<file path="config.mk">
export PLATFORM = sky130hd
export DESIGN_NAME = reg_hazard_ctrl
export DESIGN_NICKNAME = d
export VERILOG_FILES = /design/src/rtl/pipe_pkg.sv /design/src/rtl/reg_hazard_slot.sv /design/src/rtl/reg_hazard_ctrl.sv
export SDC_FILE = /design/constraint.sdc
export NUM_CORES = 1
export LEC_CHECK = 0
export CORE_ASPECT_RATIO = 1.5
export CORE_MARGIN = 3
export CORE_UTILIZATION = 49
export CTS_CLUSTER_DIAMETER = 200
export DETAILED_ROUTE_END_ITERATION = 12
export HOLD_SLACK_MARGIN = 0.12
export PLACE_DENSITY = 0.79
export SLEW_MARGIN = 10
export SYNTH_ARGS = -nofsm -noshare
export SYNTH_HDL_FRONTEND = slang
export SYNTH_SLANG_ARGS = --single-unit
</file>
<file path="constraint.sdc">
create_clock -name clk -period 2.41 [get_ports clk]
set_input_delay 0.482 -clock clk [delete_from_list [all_inputs] [get_ports clk]]
set_output_delay 0.482 -clock clk [all_outputs]
set_load 0.05 [all_outputs]
</file>
<file path="src/rtl/pipe_pkg.sv">
// ---------------------------------------------------------------------------
// pipe_pkg
//
// Shared definitions for the pipeline hazard / forwarding controller.
//
// Contents:
//   REG_AW        - register-ID width (32 architectural registers, x0 = zero)
//   FWD_RF/MEM/WB - EX operand source encoding driven on fwd_a_sel/fwd_b_sel
//   stage_slot_t  - shadow of one in-flight instruction's write-back intent
//   SLOT_EMPTY    - the bubble value of a slot
//   slot_writes() - "slot writes register r" predicate (x0 never matches)
//   fwd_select()  - operand source for one ID source register
// ---------------------------------------------------------------------------
package pipe_pkg;

    localparam int REG_AW = 5;

    localparam logic [1:0] FWD_RF  = 2'd0;
    localparam logic [1:0] FWD_MEM = 2'd1;
    localparam logic [1:0] FWD_WB  = 2'd2;

    typedef struct packed {
        logic              valid;
        logic [REG_AW-1:0] rd;
        logic              we;
        logic              is_load;
    } stage_slot_t;

    localparam stage_slot_t SLOT_EMPTY = '0;

    // x0 is hardwired to zero, so a write to it is never a real producer.
    function automatic logic slot_writes(input stage_slot_t s,
                                         input logic [REG_AW-1:0] r);
        return s.valid & s.we & (s.rd == r) & (r != '0);
    endfunction

    // Source for one ID operand once the ID instruction has moved into EX.
    // The instruction now in EX will be in MEM then (FWD_MEM); the one now in
    // MEM will be in WB (FWD_WB). The younger producer is checked first so it
    // wins when both write the same register.
    function automatic logic [1:0] fwd_select(input logic              use_rs,
                                              input logic [REG_AW-1:0] rs,
                                              input stage_slot_t       ex,
                                              input stage_slot_t       mem);
        logic [1:0] sel;
        sel = FWD_RF;
        if (use_rs) begin
            if (slot_writes(ex, rs)) begin
                sel = FWD_MEM;
            end else if (slot_writes(mem, rs)) begin
                sel = FWD_WB;
            end
        end
        return sel;
    endfunction

endpackage : pipe_pkg

</file>
<file path="src/rtl/reg_hazard_slot.sv">
// ---------------------------------------------------------------------------
// reg_hazard_slot
//
// One pipeline shadow slot. Each cycle the slot either holds its contents,
// takes a bubble, or loads the value presented by the previous stage.
// hold has priority over bubble.
//
// Ports:
//   clk     in   system clock, rising edge
//   rst     in   asynchronous active-low reset (slot becomes empty)
//   hold    in   keep current contents (pipeline frozen)
//   bubble  in   load an empty slot instead of d
//   d       in   slot value from the previous stage
//   q       out  current slot contents
// ---------------------------------------------------------------------------
module reg_hazard_slot
    import pipe_pkg::*;
(
    input  logic        clk,
    input  logic        rst,
    input  logic        hold,
    input  logic        bubble,
    input  stage_slot_t d,
    output stage_slot_t q
);

    always_ff @(posedge clk or negedge rst) begin
        if (!rst) begin
            q <= SLOT_EMPTY;
        end else if (!hold) begin
            if (bubble) begin
                q <= SLOT_EMPTY;
            end else begin
                q <= d;
            end
        end
    end

endmodule : reg_hazard_slot

</file>
<file path="src/rtl/reg_hazard_ctrl.sv">
// ---------------------------------------------------------------------------
// reg_hazard_ctrl
//
// Hazard and forwarding controller for a 5-stage (IF/ID/EX/MEM/WB) pipeline
// with a 32-entry integer register file. Shadows the destination of each
// instruction in EX, MEM and WB, stalls IF/ID for one cycle on a load-use
// hazard (inserting an EX bubble), produces registered EX operand-forwarding
// selects and counts load-use stall cycles with a saturating counter.
//
// Ports:
//   clk          in   system clock, rising edge
//   rst          in   asynchronous active-low reset
//   id_valid     in   valid instruction in ID
//   id_rs1_id    in   ID source register 1
//   id_rs2_id    in   ID source register 2
//   id_use_rs1   in   ID instruction reads rs1
//   id_use_rs2   in   ID instruction reads rs2
//   id_rd_id     in   ID destination register
//   id_we        in   ID instruction writes rd
//   id_is_load   in   ID instruction is a load (data ready at end of MEM)
//   flush        in   taken branch/jump resolved in EX, kills ID instruction
//   mem_hold     in   data memory busy, freezes the whole pipeline
//   stall        out  hold PC and IF/ID (combinational)
//   ex_valid     out  EX slot holds a real instruction (registered)
//   fwd_a_sel    out  EX operand A source: 0 regfile, 1 MEM, 2 WB (registered)
//   fwd_b_sel    out  EX operand B source, same encoding (registered)
//   stall_cnt    out  saturating count of load-use stall cycles (registered)
//
// ID handshake: id_valid qualifies the ID fields. While stall is 1 the ID
// instruction is not consumed; IF/ID keeps presenting the same instruction
// and it is re-evaluated in the following cycle.
// ---------------------------------------------------------------------------
module reg_hazard_ctrl #(
    parameter int REG_AW    = pipe_pkg::REG_AW,
    parameter int CNT_WIDTH = 16
) (
    input  logic                 clk,
    input  logic                 rst,
    input  logic                 id_valid,
    input  logic [REG_AW-1:0]    id_rs1_id,
    input  logic [REG_AW-1:0]    id_rs2_id,
    input  logic                 id_use_rs1,
    input  logic                 id_use_rs2,
    input  logic [REG_AW-1:0]    id_rd_id,
    input  logic                 id_we,
    input  logic                 id_is_load,
    input  logic                 flush,
    input  logic                 mem_hold,
    output logic                 stall,
    output logic                 ex_valid,
    output logic [1:0]           fwd_a_sel,
    output logic [1:0]           fwd_b_sel,
    output logic [CNT_WIDTH-1:0] stall_cnt
);

    localparam logic [CNT_WIDTH-1:0] CNT_ONE = 1;
    localparam logic [CNT_WIDTH-1:0] CNT_MAX = '1;

    pipe_pkg::stage_slot_t id_slot;
    pipe_pkg::stage_slot_t ex_q;
    pipe_pkg::stage_slot_t mem_q;
    pipe_pkg::stage_slot_t wb_q;

    logic       rs1_hit;
    logic       rs2_hit;
    logic       load_use;
    logic       kill_id;
    logic [1:0] fwd_a_next;
    logic [1:0] fwd_b_next;

    // -----------------------------------------------------------------------
    // Hazard detection
    // -----------------------------------------------------------------------
    always_comb begin
        id_slot         = pipe_pkg::SLOT_EMPTY;
        id_slot.valid   = id_valid;
        id_slot.rd      = id_rd_id;
        id_slot.we      = id_we;
        id_slot.is_load = id_is_load;
    end

    assign rs1_hit = id_use_rs1 & (id_rs1_id == ex_q.rd);
    assign rs2_hit = id_use_rs2 & (id_rs2_id == ex_q.rd);

    // A load in EX only has its data at the end of MEM, one cycle too late
    // for a dependent instruction entering EX next cycle.
    assign load_use = id_valid & ex_q.valid & ex_q.is_load & ex_q.we
                    & (ex_q.rd != '0) & (rs1_hit | rs2_hit);

    // Either condition turns the incoming EX slot into a bubble.
    assign kill_id = flush | load_use;

    // A flushed ID instruction is dead, so it need not be held. The rst term
    // keeps stall low while in reset even if mem_hold is asserted.
    assign stall = rst & (mem_hold | (load_use & ~flush));

    // -----------------------------------------------------------------------
    // Shadow slots: EX loads from ID, MEM from EX, WB from MEM.
    // -----------------------------------------------------------------------
    reg_hazard_slot u_ex_slot (
        .clk    (clk),
        .rst    (rst),
        .hold   (mem_hold),
        .bubble (kill_id),
        .d      (id_slot),
        .q      (ex_q)
    );

    reg_hazard_slot u_mem_slot (
        .clk    (clk),
        .rst    (rst),
        .hold   (mem_hold),
        .bubble (1'b0),
        .d      (ex_q),
        .q      (mem_q)
    );

    reg_hazard_slot u_wb_slot (
        .clk    (clk),
        .rst    (rst),
        .hold   (mem_hold),
        .bubble (1'b0),
        .d      (mem_q),
        .q      (wb_q)
    );

    // The WB slot is a shadow only: a producer in WB is covered by the
    // regfile's write-through, so nothing forwards from it.
    logic unused_wb;
    assign unused_wb = &{1'b0, wb_q};

    assign ex_valid = ex_q.valid;

    // -----------------------------------------------------------------------
    // Forwarding selects, from the pre-update EX/MEM slots
    // -----------------------------------------------------------------------
    assign fwd_a_next = pipe_pkg::fwd_select(id_use_rs1, id_rs1_id, ex_q, mem_q);
    assign fwd_b_next = pipe_pkg::fwd_select(id_use_rs2, id_rs2_id, ex_q, mem_q);

    always_ff @(posedge clk or negedge rst) begin
        if (!rst) begin
            fwd_a_sel <= pipe_pkg::FWD_RF;
            fwd_b_sel <= pipe_pkg::FWD_RF;
        end else if (!mem_hold) begin
            if (kill_id) begin
                fwd_a_sel <= pipe_pkg::FWD_RF;
                fwd_b_sel <= pipe_pkg::FWD_RF;
            end else begin
                fwd_a_sel <= fwd_a_next;
                fwd_b_sel <= fwd_b_next;
            end
        end
    end

    // -----------------------------------------------------------------------
    // Load-use stall counter. A flush in the same cycle wins over the hazard,
    // so that cycle is not a stall and is not counted.
    // -----------------------------------------------------------------------
    always_ff @(posedge clk or negedge rst) begin
        if (!rst) begin
            stall_cnt <= '0;
        end else if (!mem_hold && !flush && load_use && (stall_cnt != CNT_MAX)) begin
            stall_cnt <= stall_cnt + CNT_ONE;
        end
    end

endmodule : reg_hazard_ctrl
</file>
After elaboration in Yosys (flattened, before gate mapping)
Index checks and enable logic that the tools add are counted.
- equality and inequality tests: 7
- add/sub/neg operators: 1
- reduce and logical (&&, ||, !) cells: 8
- multiplexer cells: 9
- bitwise gates (word level): 23
- operator list (cell ; number):
    $eq A5 B5 Y1 ; 6
    $and A1 B1 Y1 ; 19
    $add A16 B1 Y16 const B ; 1
    $mux W2 ; 8
    $ne A16 B16 Y1 const B ; 1
    $reduce_bool A5 Y1 ; 3
    $mux W8 ; 1
    $logic_and A1 B1 Y1 ; 3
    $or A1 B1 Y1 ; 3
    $logic_not A1 Y1 ; 2
    $not A1 Y1 ; 1
- flip-flop bits (word level): 35
- word-level logic and storage cells: 58

Longest topological paths before layout
- word-level depth: 8
- depth in mapped cells: 8

Hierarchy
A second synthesis with hierarchy kept.
- cells, all modules: 204
- area total of the unflattened synthesis: 1978.1 um^2
- modules (own cells, without submodules) (module ; cells an instance ; sequential area each (um^2) ; area an instance (um^2) ; instances):
    reg_hazard_ctrl ; 140 ; 500.5 ; 1310.0 ; 1
    reg_hazard_slot ; 32 ; 200.2 ; 334.1 ; 2

Worst setup path after synthesis
No wires, ideal clock.
- path kind: reg-to-output
- start: reg u_ex_slot.q[7] in the netlist's numbering
- end: out stall
- stages on the path, launching flop included: 6
- required time: 1.928 ns
- data arrival time: 2.006 ns
- setup slack: -0.078 ns
- cells stage by stage: dfrtp_1 and4_1 o21ai_1 nor2_1 a21oi_1 nor2b_1
- longest elaborated chain between the ends: 8
- RTL lines (element ; line ; text):
    from (decl) ; reg_hazard_slot.sv:24 ; output stage_slot_t q
    from (signal assigned) ; reg_hazard_slot.sv:29 ; q <= SLOT_EMPTY;
    from (signal assigned) ; reg_hazard_slot.sv:32 ; q <= SLOT_EMPTY;
    from (signal assigned) ; reg_hazard_slot.sv:34 ; q <= d;
    $and A1 B1 Y1 (3 in series) ; reg_hazard_ctrl.sv:87 ; assign load_use = id_valid & ex_q.valid & ex_q.is_load & ex_q.we
    $and A1 B1 Y1 (2 in series) ; reg_hazard_ctrl.sv:88 ; & (ex_q.rd != '0) & (rs1_hit | rs2_hit);
    $and A1 B1 Y1 ; reg_hazard_ctrl.sv:95 ; assign stall = rst & (mem_hold | (load_use & ~flush));
    $or A1 B1 Y1 ; reg_hazard_ctrl.sv:95 ;
    $and A1 B1 Y1 ; reg_hazard_ctrl.sv:95 ;
    to (decl) ; reg_hazard_ctrl.sv:49 ; output logic stall,
No other way between the ends.

Worst setup path after layout
- start: in id_rs1_id[4]
- end: out stall
- longest elaborated chain between the ends: 7
- RTL lines (element ; line ; text):
    from (decl) ; reg_hazard_ctrl.sv:40 ; input logic [REG_AW-1:0] id_rs1_id,
    $eq A5 B5 Y1 ; reg_hazard_ctrl.sv:82 ; assign rs1_hit = id_use_rs1 & (id_rs1_id == ex_q.rd);
    $and A1 B1 Y1 ; reg_hazard_ctrl.sv:82 ;
    $or A1 B1 Y1 ; reg_hazard_ctrl.sv:88 ;
    $and A1 B1 Y1 ; reg_hazard_ctrl.sv:88 ;
    $and A1 B1 Y1 ; reg_hazard_ctrl.sv:95 ;
    $or A1 B1 Y1 ; reg_hazard_ctrl.sv:95 ;
    $and A1 B1 Y1 ; reg_hazard_ctrl.sv:95 ;
No other way between the ends.

==> run summary <==
H-tree levels: 2
Syn Area/Cell: 10.9 sq um
Peak Freq: 417 MHz
most common cell in the netlist: dfrtp_1
Die Y: 81.6 microns
Hold Fails Final Rpt: 0
Synth Net Count: 197
Stages on worst setup path: 7
worst-case vdd ir drop: 0.000458 V
die area: 4600 sq um
port bufs: 45
Rows: 26
Final Util: 74.8%
ys flop type: dfrtp_1
top layer in use: met4
sequential-to-total area share from yosys stat: 46.9%
pre-CTS WS: -53.2 ps
R2R cell count: 7
Synth Area in Adders: 0.670%
Max-Cap Viols: 0
setup ws final: 10.9 ps
mux share of post-synthesis cell area: 4.83%
CP top delay family: buffers and inverters
initial drt markers: 84
part of the cycle the worst path needs: 99.5%
TritonCTS clock tree: yes
critical path class: primary input to primary output
hold path cells: 2
Gate Count Post-Synth: 172
area occupied by registers: 878 sq um
RD Place Congestion: 0.845
io pins: 46
clk buf depth: 2
DRT Pass-1 Iters: 4
gr ovfl total: 0
Leak: 0.00115 uW
Final Setup Violations: 0
wl on met1: 2020 microns
area leader, netlist: dfrtp_1
routed wl met3: 210 microns
first-pass GRT wire length: 8110 microns
clock root cell: clkbuf_8
Avg Vias per Cell: 6.18
Total Power: 1300 uW
crit path capture type: primary output
GRT Total Usage: 22.7%
slowest CP cell: clkdlybuf4s50_1
area of the mapped netlist: 1870 sq um
nets@finish: 262
Die Wd: 56.4 microns
largest family of logic cells by synthesized area: simple AND/OR/NAND/NOR gates
total core area: 3550 sq um
Final Max Tran Viols: 0
post-synthesis simple-gate area fraction: 20.0%
slowest stage delay, CP: 500 ps
XOR/XNOR Fraction of Synth Area: 16.4%
layout cells sized above 1: 21.9%
cts bufs inserted: 5
clk slew on worst S/H paths: 70 ps
drt total wl: 5350 microns
ANT nets after route: 0
Ant. Diodes: 0
YS warnings: 0
skew final: 8.81 ps
routed via count: 1,723
Design Area, Final: 2650 sq um
layout filler cell count: 240
synth unique cells: 33
Synth Area in Compound Gates: 8.91%
Required @ worst endpoint: 1930 ps
Post-synth top cells: 35 x dfrtp_1, 28 x xnor2_1, 17 x nand4_1, 12 x nand3_1, 10 x a22o_1
Seq cells post-synth: 35
setup TNS: 0 ps
crit path cell chain: clkdlybuf4s50_1 > xnor2_1 > nand3_1 > a2bb2o_4 > a21oi_2 > nor2b_2 > buf_12
worst skew pair latency: 280 ps
Post-synth EDFFs: 0
average wire per standard cell: 19.2 microns
Slew HR: 65.9%
critical path startpoint category: primary input
CP Data Arrival Time: 1920 ps
largest cells by area after synthesis: dfrtp_1 47%, xnor2_1 13%, nand4_1 5.7%
slew of the pin with the lowest slew margin: 511 ps
clk sinks: 35
vias in the first global route: 1,710
Area after DPL: 2470 sq um
Post-DP HPWL: 3510 microns
outcome: completed
area of the multi-input gates: 1000 sq um
initial antenna violation count: 0
ys async rst share: 100%
largest net degree at the start of global routing: 36
Area Growth Syn to Fin: 42.0%
PwrDens: 491 nW/um^2
Hold Path Class: register to register
metal2 WL: 2880 microns
drt drc: 0
crit path time final: 2400 ps
Crit Path Max Fanout: 2
top cell type's share of synthesized area: 46.9%
Initial Util: 52.6%
Worst Path Buf+Inv: 2
## timing repair
| item | 4_1_cts | 5_1_grt |
|---|---|---|
| setup buffers | 0 | 3 |
| hold buffers | 0 | 0 |
| endpoints found under the setup margin | 1 | 1 |
| cloned | 0 | 0 |
| resized for setup | 5 | 14 |
| pin swaps | 0 | 3 |
## logic make-up (layout without fill, tap and decap cells)
family	Yosys count	in the layout
simple gates	65	65
xor+xnor	35	35
flops	35	35
fa+ha+maj	1	1
buf+inv	8	73
compound gates	20	20
mux	8	8
## worst reg2reg max path, stage by stage (launching register included)
cell	delay (ps)
dfrtp_1	420
ha_1	240
nand4_1	140
nor4_1	380
nor2_1	100
buf_4	170
nand3_1	110
mux2_2	340
## cells in the final DEF (no fill, tap or decap), drive strengths merged
| cell type | count |
|---|---|
| o31ai | 2 |
| buf | 21 |
| nand4 | 17 |
| and3 | 5 |
| dlygate4sd2 | 1 |
| a2bb2o | 1 |
| clkdlybuf4s50 | 36 |
| nor2b | 1 |
| xnor2 | 28 |
| nor4 | 3 |
| dlymetal6s2s | 7 |
| or4 | 3 |
| mux2 | 8 |
| or2 | 1 |
| o21a | 1 |
| dfrtp | 35 |
| a21oi | 3 |
| nand3 | 12 |
| inv | 1 |
| and4 | 2 |
| clkbuf | 6 |
| ha | 1 |
| nand2 | 5 |
| o211ai | 2 |
| a22o | 10 |
| clkinv | 1 |
| o21ai | 1 |
| nor3b | 2 |
| and2 | 1 |
| nor2 | 5 |
| nor3 | 8 |
| xor2 | 7 |
## worst paths after layout
kind	start	endpoint	slack, ps
max reg2reg	stall_cnt[0]	stall_cnt[1]	390
max in group asynchronous	rst	u_ex_slot.q[3]	1410
min in group asynchronous	rst	fwd_a_sel[0]	660
max	id_rs1_id[4]	stall	10
min reg2reg	fwd_b_sel[0]	fwd_b_sel[0]	500
min	fwd_b_sel[0]	fwd_b_sel[0]	500
## cell type report
cell class / count / share of cell area [%]
Multi-Input combinational cell: 129 / 37.8
Sequential cell: 35 / 33.1
Timing Repair Buffer: 65 / 23.6
Clock buffer: 6 / 3.11
Tap cell: 42 / 1.98
Clock inverter: 1 / 0.189
Inverter: 1 / 0.142
## per-stage QoR
step / cells / hold slack, ps
after CTS: 276 / 498
after global routing: 279 / 528
after global placement: 269 / 469
final: 279 / 503
after detailed placement: 269 / 481
after floorplan: 172 / 186
## report_power, final
| part | switching (uW) | internal (uW) | leakage (uW) | total [uW] |
|---|---|---|---|---|
| clock network | 207 | 224 | 0.0000470 | 432 |
| logic | 108 | 121 | 0.000626 | 229 |
| registers | 28.9 | 611 | 0.000472 | 640 |
| total | 344 | 956 | 0.00115 | 1300 |
## per-layer routing
layer	vias to the layer above	GRT usage, %
met5	-	0
met4	0	11.9
met3	26	4.25
met2	83	41.0
met1	851	25.4
li1	763	-
## state kept, by name (all words and copies together), names as in the netlist
signal	count
stall_cnt	16
u_mem_slot.q	7
u_ex_slot.q	8
fwd_b_sel	2
fwd_a_sel	2
Power figures use the tool's default switching activity.
